### config.mk
export PLATFORM = sky130hd
export DESIGN_NAME = display_scan_ctrl
export DESIGN_NICKNAME = d
export VERILOG_FILES = /design/src/rtl/display_pkg.sv /design/src/rtl/display_slot_timer.sv /design/src/rtl/display_scan_ctrl.sv
export SDC_FILE = /design/constraint.sdc
export NUM_CORES = 1
export LEC_CHECK = 0
export BUFFER_PORTS_ARGS = -buffer_cell sky130_fd_sc_hd__buf_2
export CORE_ASPECT_RATIO = 1.25
export CORE_MARGIN = 2
export CORE_UTILIZATION = 25
export CTS_CLUSTER_DIAMETER = 80
export CTS_CLUSTER_SIZE = 25
export DETAILED_ROUTE_END_ITERATION = 10
export MAX_ROUTING_LAYER = met4
export PLACE_DENSITY = 0.5
export SLEW_MARGIN = 20
export SYNTH_ARGS = -nofsm -noshare
export SYNTH_HDL_FRONTEND = slang
export SYNTH_HIERARCHICAL = 1
export SYNTH_SLANG_ARGS = --single-unit
### constraint.sdc
create_clock -name clk -period 3.1 [get_ports clk]
set_clock_uncertainty 0.1 [all_clocks]
set_input_delay 0.31 -clock clk [delete_from_list [all_inputs] [get_ports clk]]
set_output_delay 0.31 -clock clk [all_outputs]
set_load 0.02 [all_outputs]
### src/rtl/display_pkg.sv
// Shared types and default parameters for the multiplexed seven-segment scan controller.
package display_pkg;

  localparam int DEF_NUM_DIGITS   = 4;
  localparam int DEF_REFRESH_DIV  = 50000;
  localparam int DEF_BLANK_CYCLES = 16;

  typedef logic [3:0] nibble_t;

  typedef enum logic {
    S_BLANK = 1'b0,
    S_SHOW  = 1'b1
  } scan_state_t;

endpackage

### src/rtl/display_slot_timer.sv
// Free-running per-slot counter with terminal-count strobes for the scan FSM.
module display_slot_timer
  import display_pkg::*;
#(
  parameter int REFRESH_DIV  = DEF_REFRESH_DIV,
  parameter int BLANK_CYCLES = DEF_BLANK_CYCLES
) (
  input  logic clk,
  input  logic rst_n,
  output logic slot_start_o,
  output logic blank_end_o,
  output logic pre_slot_end_o,
  output logic slot_end_o
);

  localparam int CNT_W = $clog2(REFRESH_DIV);

  logic [CNT_W-1:0] cnt_q;
  logic [CNT_W-1:0] cnt_d;

  assign slot_start_o   = (cnt_q == '0);
  assign blank_end_o    = (cnt_q == CNT_W'(BLANK_CYCLES - 1));
  // One cycle ahead of slot_end so registered outputs can land on the last cycle.
  assign pre_slot_end_o = (cnt_q == CNT_W'(REFRESH_DIV - 2));
  assign slot_end_o     = (cnt_q == CNT_W'(REFRESH_DIV - 1));

  assign cnt_d = slot_end_o ? '0 : cnt_q + CNT_W'(1);

  always_ff @(posedge clk or negedge rst_n) begin
    if (!rst_n) cnt_q <= '0;
    else        cnt_q <= cnt_d;
  end

endmodule

### src/rtl/display_scan_ctrl.sv
// Seven-segment scan controller: frame-coherent shadow register, blank/show slot FSM,
// registered nibble and active-low anode outputs.
module display_scan_ctrl
  import display_pkg::*;
#(
  parameter int NUM_DIGITS   = DEF_NUM_DIGITS,
  parameter int REFRESH_DIV  = DEF_REFRESH_DIV,
  parameter int BLANK_CYCLES = DEF_BLANK_CYCLES
) (
  input  logic                    clk,
  input  logic                    rst_n,
  input  logic [4*NUM_DIGITS-1:0] value,
  input  logic                    load,
  input  logic [NUM_DIGITS-1:0]   digit_en,
  output logic [3:0]              nib_out,
  output logic [NUM_DIGITS-1:0]   an_n,
  output logic                    frame_done
);

  localparam int IDX_W = $clog2(NUM_DIGITS);
  localparam logic [IDX_W-1:0] LAST_IDX = IDX_W'(NUM_DIGITS - 1);

  scan_state_t state_q, state_d;
  logic [IDX_W-1:0]        idx_q, idx_d;
  logic [4*NUM_DIGITS-1:0] stage_q, stage_d;
  logic [4*NUM_DIGITS-1:0] shadow_q, shadow_d;
  logic                    pending_q, pending_d;
  nibble_t                 nib_out_q, nib_out_d;
  logic [NUM_DIGITS-1:0]   an_n_q, an_n_d;
  logic                    frame_done_q, frame_done_d;

  logic slot_start, blank_end, pre_slot_end, slot_end, frame_end;

  display_slot_timer #(
    .REFRESH_DIV  (REFRESH_DIV),
    .BLANK_CYCLES (BLANK_CYCLES)
  ) u_timer (
    .clk            (clk),
    .rst_n          (rst_n),
    .slot_start_o   (slot_start),
    .blank_end_o    (blank_end),
    .pre_slot_end_o (pre_slot_end),
    .slot_end_o     (slot_end)
  );

  assign frame_end = slot_end && (idx_q == LAST_IDX);

  always_comb begin
    state_d      = state_q;
    idx_d        = idx_q;
    stage_d      = stage_q;
    shadow_d     = shadow_q;
    pending_d    = pending_q;
    nib_out_d    = nib_out_q;
    frame_done_d = pre_slot_end && (idx_q == LAST_IDX);

    case (state_q)
      S_BLANK: begin
        if (slot_start) nib_out_d = shadow_q[{idx_q, 2'b00} +: 4];
        if (blank_end)  state_d = S_SHOW;
      end
      S_SHOW: begin
        if (slot_end) begin
          state_d = S_BLANK;
          idx_d   = (idx_q == LAST_IDX) ? '0 : idx_q + IDX_W'(1);
        end
      end
      default: state_d = S_BLANK;
    endcase

    if (load) begin
      stage_d   = value;
      pending_d = 1'b1;
    end

    // A load on the boundary cycle itself is forwarded straight into the shadow copy.
    if (frame_end) begin
      if (load)           shadow_d = value;
      else if (pending_q) shadow_d = stage_q;
      pending_d = 1'b0;
    end
  end

  for (genvar gi = 0; gi < NUM_DIGITS; gi++) begin : g_anode
    assign an_n_d[gi] = !((state_d == S_SHOW) && (idx_d == IDX_W'(gi)) && digit_en[gi]);
  end

  always_ff @(posedge clk or negedge rst_n) begin
    if (!rst_n) begin
      state_q      <= S_BLANK;
      idx_q        <= '0;
      stage_q      <= '0;
      shadow_q     <= '0;
      pending_q    <= 1'b0;
      nib_out_q    <= '0;
      an_n_q       <= '1;
      frame_done_q <= 1'b0;
    end else begin
      state_q      <= state_d;
      idx_q        <= idx_d;
      stage_q      <= stage_d;
      shadow_q     <= shadow_d;
      pending_q    <= pending_d;
      nib_out_q    <= nib_out_d;
      an_n_q       <= an_n_d;
      frame_done_q <= frame_done_d;
    end
  end

  assign nib_out    = nib_out_q;
  assign an_n       = an_n_q;
  assign frame_done = frame_done_q;

endmodule

==> results of run 1 <==
## synth_stat cells (all sizes together)
cell type,n
dfrtp,57
mux2,37
nor2,13
xnor2,10
nand2,8
nand4,8
buf,7
inv,6
nand3,6
nor3,5
dfstp,4
ha,4
mux4,4
nor4,3
xor2,3
a31oi,2
clkbuf,2
nand4b,2
a21oi,1
and2,1
and3,1
and4,1
mux2i,1
nand2b,1
nor2b,1
nor4b,1
o211ai,1
o21ai,1
or4b,1
## final cells by class
cell class | instances | area [um2] | area share
multi-input cells | 116 | 1080 | 0.332
repair buffers | 34 | 180 | 0.0554
well taps | 132 | 165 | 0.0508
inverters | 6 | 22.5 | 0.00693
clock inverters | 4 | 25.0 | 0.00770
flip-flops and latches | 61 | 1530 | 0.471
clock buffers | 12 | 246 | 0.0758
## sequential cells by signal, indices dropped and copies added (netlist names)
signal,flops
idx_q,2
pending_q,1
nib_out,4
stage_q,16
frame_done,1
u_timer/cnt_q,16
shadow_q,16
an_n,4
state_q,1
## cells by family after synthesis
| logic type | synth area share |
|---|---|
| xor gates and xnor gates | 0.0423 |
| and+or+nand+nor | 0.134 |
| buffers and inverters | 0.0297 |
| DFF | 0.569 |
| AOI/OAI and AO/OA | 0.0130 |
| adders and majority gates | 0.0186 |
| muxes | 0.193 |
## worst reg2reg max path, cell delays in order, from the launching register on
cell and delay (ns):
dfrtp_1 0.47, nor4_2 0.37, nand4_2 0.26, nor2_8 0.27
nand2_2 0.11, mux2_4 0.31, or4b_1 0.46
## power by group through the flow
stage	registers, mW	logic, mW	clock network (mW)
after CTS	0.825	0.0698	0.919
after detailed placement	0.838	0.0685	0
final	0.825	0.0662	0.892
after global placement	0.837	0.0681	0
after floorplan	0.837	0.0303	0
after global routing	0.826	0.0768	0.950
## metal layers
metal	share of wire	track usage	wire length [um]	vias up
li1	-	-	-	752
met1	0.43	0.108	2090	777
met2	0.50	0.147	2420	32
met3	0.049	0.0303	238	7
met4	0.020	0.0537	99	0
met5	0	-	0	-
## per-stage QoR
stage / instances / util
2_1_floorplan: 192 / -
3_3_place_gp: 348 / 0.281
3_5_place_dp: 348 / 0.281
4_1_cts: 365 / 0.308
5_1_grt: 365 / 0.308
6_report: 365 / 0.308
## cells in the final DEF, fill, tap and decap left out, types with 3 or more instances in the layout
cell,n
nor2_1,6
xnor2_1,10
nor4_2,3
dfstp_2,4
nand2_1,7
inv_1,6
nor3_1,5
xor2_1,3
nor2_2,6
mux2_2,36
buf_2,31
dfrtp_1,57
ha_1,4
nand4_1,6
mux4_2,4
nand3_1,5
clkbuf_16,9
## path summary, 6_finish.rpt
kind / from / endpoint / depth (start not counted)
max in group asynchronous: rst_n / an_n[2] / 3
max reg2reg: u_timer/cnt_q[5] / an_n[0] / 6
max: u_timer/cnt_q[5] / an_n[0] / 6
min: digit_en[1] / an_n[1] / 2
min reg2reg: stage_q[7] / stage_q[7] / 1
min in group asynchronous: rst_n / u_timer/cnt_q[9] / 2
## repair_timing
action	CTS	global route
hold endpoints to repair	27	0
endpoints found under the setup margin	0	0
hold buffers	1	0
==> results.json, run 1 <==
{
  "via_per_inst": 4.30,
  "cap_violations": 0,
  "cp_slowest_cell": "dfrtp_1",
  "ys_seq_elements": 61,
  "grt_overflow": 0,
  "leakage_nw": 1.48,
  "period_minus_slack_ns": 2.43,
  "cp_num_buf_inv": 0,
  "fmaxAchievable_mhz": 412,
  "max_stage_delay_ns": 0.47,
  "layout-drive-gt1-share": 0.468,
  "clkTransAtPathRegs_ns": 0.05,
  "antennaDiodeCount": 0,
  "synth_area_leaders": "dfrtp_1, mux2_2, dfstp_2, mux4_2, xnor2_1",
  "coreArea_um2": 10600,
  "hold_ws_ns": 0.0571,
  "synth_top_area_frac": 0.530,
  "required_ns": 3.23,
  "cts_setup_buffers": 0,
  "power_mw": 1.78,
  "critical_path_class": "flop to flop",
  "portBuffers": 31,
  "gp_congestion": 0.743,
  "wl_um": 4850,
  "ctsResizeCount": 0,
  "fill_cells": 1055,
  "path_cells": "nor4_2 -> nand4_2 -> nor2_8 -> nand2_2 -> mux2_4 -> or4b_1",
  "cts-root-buf": "clkbuf_16",
  "yosysWarnings": 6,
  "place_ws_ns": 0.648,
  "initial_core_util": 0.255,
  "vias": 1568,
  "timing_hold_violations_final": 0,
  "synthesis.area_per_instance_um2": 14.0,
  "crit_path_end_kind": "flop",
  "grt_pass1_wl_um": 8260,
  "syn_inst": 192,
  "p_int_mw": 1.41,
  "hold_class": "primary input to flop",
  "drt_iter0_drc": 42,
  "finalSetupViolCount": 0,
  "seqPwrFrac": 0.463,
  "cp_max_fo": 11,
  "die_h_um": 120,
  "mappedNetlistArea_um2": 2690,
  "startpoint_type": "flop",
  "grtUsageTotal": 0.0945,
  "cts_num_sinks": 61,
  "final_nets": 255,
  "numCtsBuffers": 9,
  "die_width_um": 96.8,
  "ant_nets": 0,
  "pwr-share-comb": 0.037,
  "slew_viol_final": 0,
  "p_sw_uw": 372,
  "drt_first_pass_iters": 4,
  "h-tree-depth": 3,
  "cp_top_family": "simple AND/OR/NAND/NOR gates",
  "grt_max_degree": 31,
  "tightest_slew_ns": 0.880,
  "arrival_ns": 2.56,
  "dp_hpwl_um": 3520,
  "ys_seq_area_frac": 0.569,
  "yosys.area.top_type": "dfrtp_1",
  "cts_tree": "built",
  "setup_ws_ns": 0.672,
  "fp-row-count": 42,
  "grt_pass1_vias": 1650,
  "die-area_um2": 11600,
  "setup_tns_ns": 0,
  "drc": 0,
  "status": "completed",
  "wl_per_cell_um": 13.3,
  "powerDensity_nw_per_um2": 548,
  "cts_buffer_depth": 2,
  "io_pins": 32,
  "reg2reg_slack_ns": 0.67,
  "synthToLayoutAreaGrowth_pct": 20.8,
  "rsz0062_at_grt": "no",
  "antenna_found_initial": 0,
  "clkPwrFrac": 0.500,
  "vdd_drop_max_mv": 0.323,
  "synth.distinct_cells": 39,
  "post-route-period-util": 0.783,
  "dpl_cell_area_um2": 2970,
  "final_area_um2": 3250,
  "clock_latency_ns": 0.32,
  "max-slew-margin-rel": 0.412,
  "syn-num-nets": 219,
  "swShare": 0.209
}
Note: power is estimated with default switching activity, not from simulation.
==> inputs of run 2 (changes only) <==
ABC_AREA = 1   (was unset)
PLACE_DENSITY = 0.51   (was 0.5)
clock period = 2 ns   (was 3.1 ns; I/O delays follow)
==> run 2 against run 1 <==
The run now ends with hold timing left; die area rose by 12%; non-clock buffer count grew 24; design area up 20%; worst hold slack got worse by 0.060 ns; combinational power grew to 2.9 times the previous value; sequential power grew 59%; register-to-register slack lost 0.49 ns; largest cell class unchanged.
==> results.json, run 2 <==
{
  "vdd_drop_max_mv": 0.385,
  "synth-xor-area-share": 0.0203,
  "synthAdderAreaFrac": 0.0165,
  "required_ns": 2.13,
  "drc": 0,
  "yosysWarnings": 6,
  "synthArstFlopShare": 1.00,
  "crit_path_end_kind": "flop",
  "clkTransAtPathRegs_ns": 0.05,
  "synth_top_area_frac": 0.472,
  "synth_area_leaders": "dfrtp_1, nand2_1, inv_1, o21ai_2, dfstp_2",
  "synth_most_common_cell": "nand2_1",
  "startpoint_type": "flop",
  "synth_flop_cell": "dfrtp_1",
  "io_pins": 32,
  "rsz0062_at_grt": "no",
  "vias": 2387,
  "portBuffers": 31,
  "cap_violations": 0,
  "violations": "hold timing",
  "antenna_found_initial": 0,
  "wl_per_cell_um": 11.1,
  "tightest_slew_ns": 0.430,
  "dp_hpwl_um": 4720,
  "max-slew-margin-rel": 0.714,
  "wl_met1_um": 2830,
  "fp-row-count": 44,
  "p_sw_uw": 683,
  "wl_met3_um": 235,
  "synthesis.area_per_instance_um2": 8.49,
  "layout-drive-gt1-share": 0.281,
  "hold_ws_ns": -0.00339,
  "synth_edf_count": 0,
  "ys_seq_area_frac": 0.506,
  "final_common_cell": "nand2_1",
  "final_cell_mix": "nand2_1, dfrtp_1, inv_1",
  "mappedNetlistArea_um2": 3020,
  "reg2reg_slack_ns": 0.18,
  "drt_first_pass_iters": 4,
  "cts-root-buf": "clkbuf_16",
  "synth-compound-area-share": 0.0546,
  "h-tree-depth": 3,
  "muxShareOfSynthArea": 0,
  "grt_overflow": 0,
  "yosys.area.top_type": "dfrtp_1",
  "syn_inst": 356,
  "top_layer_used": "met4",
  "seqPwrFrac": 0.400,
  "finalSetupViolCount": 0,
  "grt_max_degree": 62,
  "dpl_cell_area_um2": 3410,
  "fmaxAchievable_mhz": 550,
  "via_per_inst": 4.09,
  "die_h_um": 127,
  "synth.distinct_cells": 26,
  "critical_path_class": "flop to flop",
  "leakage_nw": 2.00,
  "endpoint": "an_n[2]",
  "die-area_um2": 13000,
  "timing_hold_violations_final": 1,
  "p_int_mw": 2.58,
  "reg2regPathDepth": 11,
  "syn-num-nets": 383,
  "r2r_start": "u_timer/cnt_q[12]",
  "synth_top_family_by_area": "simple AND/OR/NAND/NOR gates",
  "wl_um": 6470,
  "final_area_um2": 3920,
  "largest_registers": "shadow_q x16, stage_q x16, u_timer/cnt_q x16",
  "grtUsageTotal": 0.112,
  "route.met2.wl_um": 3300,
  "synthToLayoutAreaGrowth_pct": 29.5,
  "cts_num_sinks": 61,
  "antennaDiodeCount": 0,
  "slew_viol_final": 0,
  "synthTopCellsByCount": "nand2_1, dfrtp_1, inv_1, nor2_1",
  "arrival_ns": 1.95,
  "cts_tree": "built",
  "setup_tns_ns": 0,
  "status": "complete, but fails checks",
  "startpoint": "u_timer/cnt_q[12]",
  "cts_buffer_depth": 2,
  "r2r-end": "an_n[2]",
  "numCtsBuffers": 9,
  "ys_seq_elements": 61,
  "pwr-share-comb": 0.058,
  "grt_pass1_vias": 2344,
  "hold_class": "primary input to flop",
  "final_nets": 445,
  "grt_pass1_wl_um": 11000,
  "synth-simple-area-share": 0.309,
  "powerDensity_nw_per_um2": 834,
  "gp_congestion": 0.789,
  "initial_core_util": 0.258,
  "drt_iter0_drc": 89,
  "clkPwrFrac": 0.542,
  "fill_cells": 1237,
  "die_width_um": 102,
  "dp.cells": 551,
  "clock_latency_ns": 0.33,
  "cp_max_fo": 5,
  "period_minus_slack_ns": 1.82,
  "swShare": 0.209,
  "ant_nets": 0,
  "post-route-period-util": 0.909,
  "coreArea_um2": 11700,
  "layoutNonFillerInstCount": 584
}
## run 2: cell types whose count changed in the layout (fill, tap and decap cells not counted), sizes merged, moves of 3 or more
cell	change
buf	+15
bufinv	+3
dlygate4sd3	+9
inv	+48
mux2	-37
mux4	-4
nand2	+126
nand3	+14
nor2	+21
nor4	-3
o21ai	+18
xnor2	-10
xor2	+4
## run 2: cell type report
type | count | area (um2) | share of cell area
multi-input cells | 234 | 1230 | 0.314
repair buffers | 58 | 408 | 0.104
clock buffers | 10 | 229 | 0.0585
well taps | 161 | 201 | 0.0515
clock inverters | 6 | 111 | 0.0284
inverters | 54 | 205 | 0.0524
flip-flops and latches | 61 | 1530 | 0.391
## run 2: timing repair
item | 4_1_cts | 5_1_grt
setup buffers | 0 | 7
resized for setup | 0 | 6
endpoints found under the hold margin | 66 | 0
setup endpoints to repair | 0 | 20
hold buffers | 10 | 0
## run 2: critical path, stage by stage, from the launching register on
cell	delay (ns)
dfrtp_1	0.40
nor2_1	0.14
nand2_1	0.11
nor2_4	0.13
nand3_2	0.11
inv_2	0.10
buf_4	0.14
nand2_1	0.10
inv_1	0.10
nand2_1	0.07
nand2_1	0.10
nand4_1	0.12
## run 2: through the flow
stage	util	setup slack, ns	total power, mW	hold slack [ns]
2_1_floorplan	-	0.210	1.43	-0.196
5_1_grt	0.334	0.0125	3.40	0.00784
4_1_cts	0.328	0.0144	3.32	0.00571
3_5_place_dp	0.290	0.0114	1.51	0.146
3_3_place_gp	0.290	0.0703	1.51	0.144
6_report	0.334	0.182	3.27	-0.00339
## run 2: logic make-up after synthesis
| family | Yosys count |
|---|---|
| XOR/XNOR | 7 |
| AO/OA/AOI/OAI | 21 |
| buffers and inverters | 61 |
| flip-flops | 61 |
| adder cells (fa/ha/maj) | 4 |
| AND/OR/NAND/NOR | 202 |
## run 2: power groups by stage
| stage | Clock [mW] | Sequential, mW | Combinational (mW) |
|---|---|---|---|
| CTS | 1.81 | 1.31 | 0.199 |
| detailed placement | 0 | 1.33 | 0.184 |
| global placement | 0 | 1.33 | 0.182 |
| global route | 1.87 | 1.31 | 0.219 |
| floorplan | 0 | 1.33 | 0.0976 |
| finish | 1.77 | 1.31 | 0.191 |
## run 2: how the worst min path moves through the flow
stage,from,endpoint,slack (ns),depth (start not counted)
after floorplan,rst_n,frame_done,-0.20,0
after global placement,rst_n,u_timer/cnt_q[14],0.14,2
after detailed placement,rst_n,u_timer/cnt_q[5],0.15,2
after CTS,value[8],stage_q[8],0.006,3
after global routing,value[8],stage_q[8],0.008,3
final,digit_en[3],an_n[3],-0.003,2
## run 2: routing by layer
layer | vias up | global-route usage
met2 | 42 | 0.187
met3 | 10 | 0.0248
met5 | - | -
li1 | 1215 | -
met1 | 1120 | 0.131
met4 | 0 | 0.0424
==> inputs of run 3 (changes only) <==
PLACE_DENSITY = 0.5   (was 0.51)
clock period = 2.3 ns   (was 2 ns; I/O delays follow)
==> run 3 against run 2 <==
The run now ends clean; die area is the same; utilization shrank 2.0 points; critical path depth shrank 1; non-clock buffer count shrank 21; largest cell class unchanged; fmax shrank 12%; largest power group unchanged; worst hold slack gained 0.018 ns; global-route usage grew 0.60 points; critical path type unchanged.
==> results.json, run 3 (synthesized netlist as in run 2, its figures left out) <==
{
  "cp_top_family": "simple AND/OR/NAND/NOR gates",
  "antennaDiodeCount": 0,
  "max_stage_delay_ns": 0.41,
  "fmaxAchievable_mhz": 484,
  "cts_tree": "built",
  "ant_nets": 0,
  "antenna_found_initial": 0,
  "pwr-share-comb": 0.059,
  "powerDensity_nw_per_um2": 721,
  "vias": 2303,
  "final_area_um2": 3680,
  "leakage_nw": 1.88,
  "startpoint_type": "flop",
  "tightest_slew_ns": 0.591,
  "die_width_um": 102,
  "initial_core_util": 0.258,
  "final_nets": 424,
  "hold_depth": 2,
  "cp_max_fo": 28,
  "cts_num_sinks": 61,
  "portBuffers": 31,
  "cts-root-buf": "clkbuf_16",
  "clkTransAtPathRegs_ns": 0.05,
  "cp_common_cell": "nand2_1",
  "rsz0062_at_grt": "no",
  "hold_class": "primary input to flop",
  "timing_hold_violations_final": 0,
  "drc": 0,
  "cp.depth": 10,
  "dp_hpwl_um": 4850,
  "period_minus_slack_ns": 2.06,
  "p_sw_uw": 604,
  "h-tree-depth": 3,
  "critical_path_class": "flop to flop",
  "synthToLayoutAreaGrowth_pct": 21.8,
  "io_pins": 32,
  "status": "completed",
  "reg2regPathDepth": 10,
  "die-area_um2": 13000,
  "finalSetupViolCount": 0,
  "grt_pass1_vias": 2436,
  "slew_viol_final": 0,
  "max-slew-margin-rel": 0.606,
  "largest_registers": "shadow_q x16, stage_q x16, u_timer/cnt_q x16",
  "numCtsBuffers": 9,
  "ctsResizeCount": 0,
  "crit_path_end_kind": "flop",
  "required_ns": 2.46,
  "gp_congestion": 0.867,
  "power_mw": 2.65,
  "cts_buffer_depth": 2,
  "die_h_um": 127,
  "post-route-period-util": 0.897,
  "via_per_inst": 4.09,
  "cap_violations": 0,
  "layout-drive-gt1-share": 0.251,
  "arrival_ns": 2.22,
  "vdd_drop_max_mv": 0.355,
  "grt_pass1_wl_um": 11500,
  "grtUsageTotal": 0.118,
  "drt_first_pass_iters": 4,
  "cp_slowest_cell": "dfrtp_1",
  "coreArea_um2": 11700,
  "final_common_cell": "nand2_1",
  "seqPwrFrac": 0.428,
  "fp-row-count": 44,
  "swShare": 0.227,
  "dpl_cell_area_um2": 3360,
  "wl_per_cell_um": 11.6,
  "path_cells": "ha_1 -> nand3_4 -> inv_1 -> nand3_2 -> inv_2 -> nand2_1 -> nor2_8 -> buf_12 -> nand2_1 -> o21ai_2",
  "clkPwrFrac": 0.512,
  "grt_max_degree": 29,
  "final_cell_mix": "nand2_1, dfrtp_1, inv_1",
  "clock_latency_ns": 0.32,
  "drt_iter0_drc": 112,
  "wl_um": 6520,
  "p_int_mw": 2.05,
  "grt_overflow": 0,
  "cp_num_buf_inv": 3,
  "setup_tns_ns": 0
}
run 3: cell count changes in the layout (fill, tap and decap cells not counted), moves of 2 or more:
cell           before  now
buf_4              15    2
nor2_1             22   25
nor2_2              8    6
bufinv_16           3    1
dlygate4sd3_1      10    2
run 3: metal layers:
metal	routed length, um	vias to the layer above	part of all wire	GRT usage
li1	-	1168	-	-
met1	2910	1080	0.45	0.139
met2	3310	47	0.51	0.194
met3	231	8	0.035	0.0369
met4	70	0	0.011	0.0337
met5	0	-	0	-
run 3: stage by stage:
stage               hold slack, ns  worst slack, ns  utilization  std cells
floorplan                   -0.166            0.510            -        356
global placement             0.158            0.311        0.287        545
detailed placement           0.176            0.232        0.287        545
CTS                         0.0141            0.222        0.314        563
global route                0.0340          0.00849        0.314        563
finish                      0.0147            0.236        0.314        563
run 3: layout make-up:
class	count	area, um2
timing repair buffer	37	230
inverter	54	205
clock buffer	11	243
tap	161	201
fill	1248	8040
multi-input combinational	234	1210
sequential	61	1530
clock inverter	5	60.1
run 3: power by group through the flow:
stage,Sequential (mW),Clock (mW),Combinational [mW]
3_3_place_gp,1.15,0,0.159
2_1_floorplan,1.16,0,0.0849
6_report,1.14,1.36,0.158
5_1_grt,1.14,1.45,0.183
3_5_place_dp,1.15,0,0.162
4_1_cts,1.14,1.39,0.165
run 3: final timing paths:
check / start / to / slack [ns]
min in group asynchronous: rst_n / stage_q[12] / 0.35
max reg2reg: u_timer/cnt_q[1] / shadow_q[3] / 0.24
min reg2reg: stage_q[1] / stage_q[1] / 0.37
max in group asynchronous: rst_n / an_n[1] / 1.05
min: digit_en[3] / an_n[3] / 0.01
max: u_timer/cnt_q[1] / shadow_q[3] / 0.24
run 3: timing repair:
item                       4_1_cts  5_1_grt
setup buffers                    0        0
hold endpoints to repair        22        0
hold buffers                     2        0
setup endpoints to repair        0        0
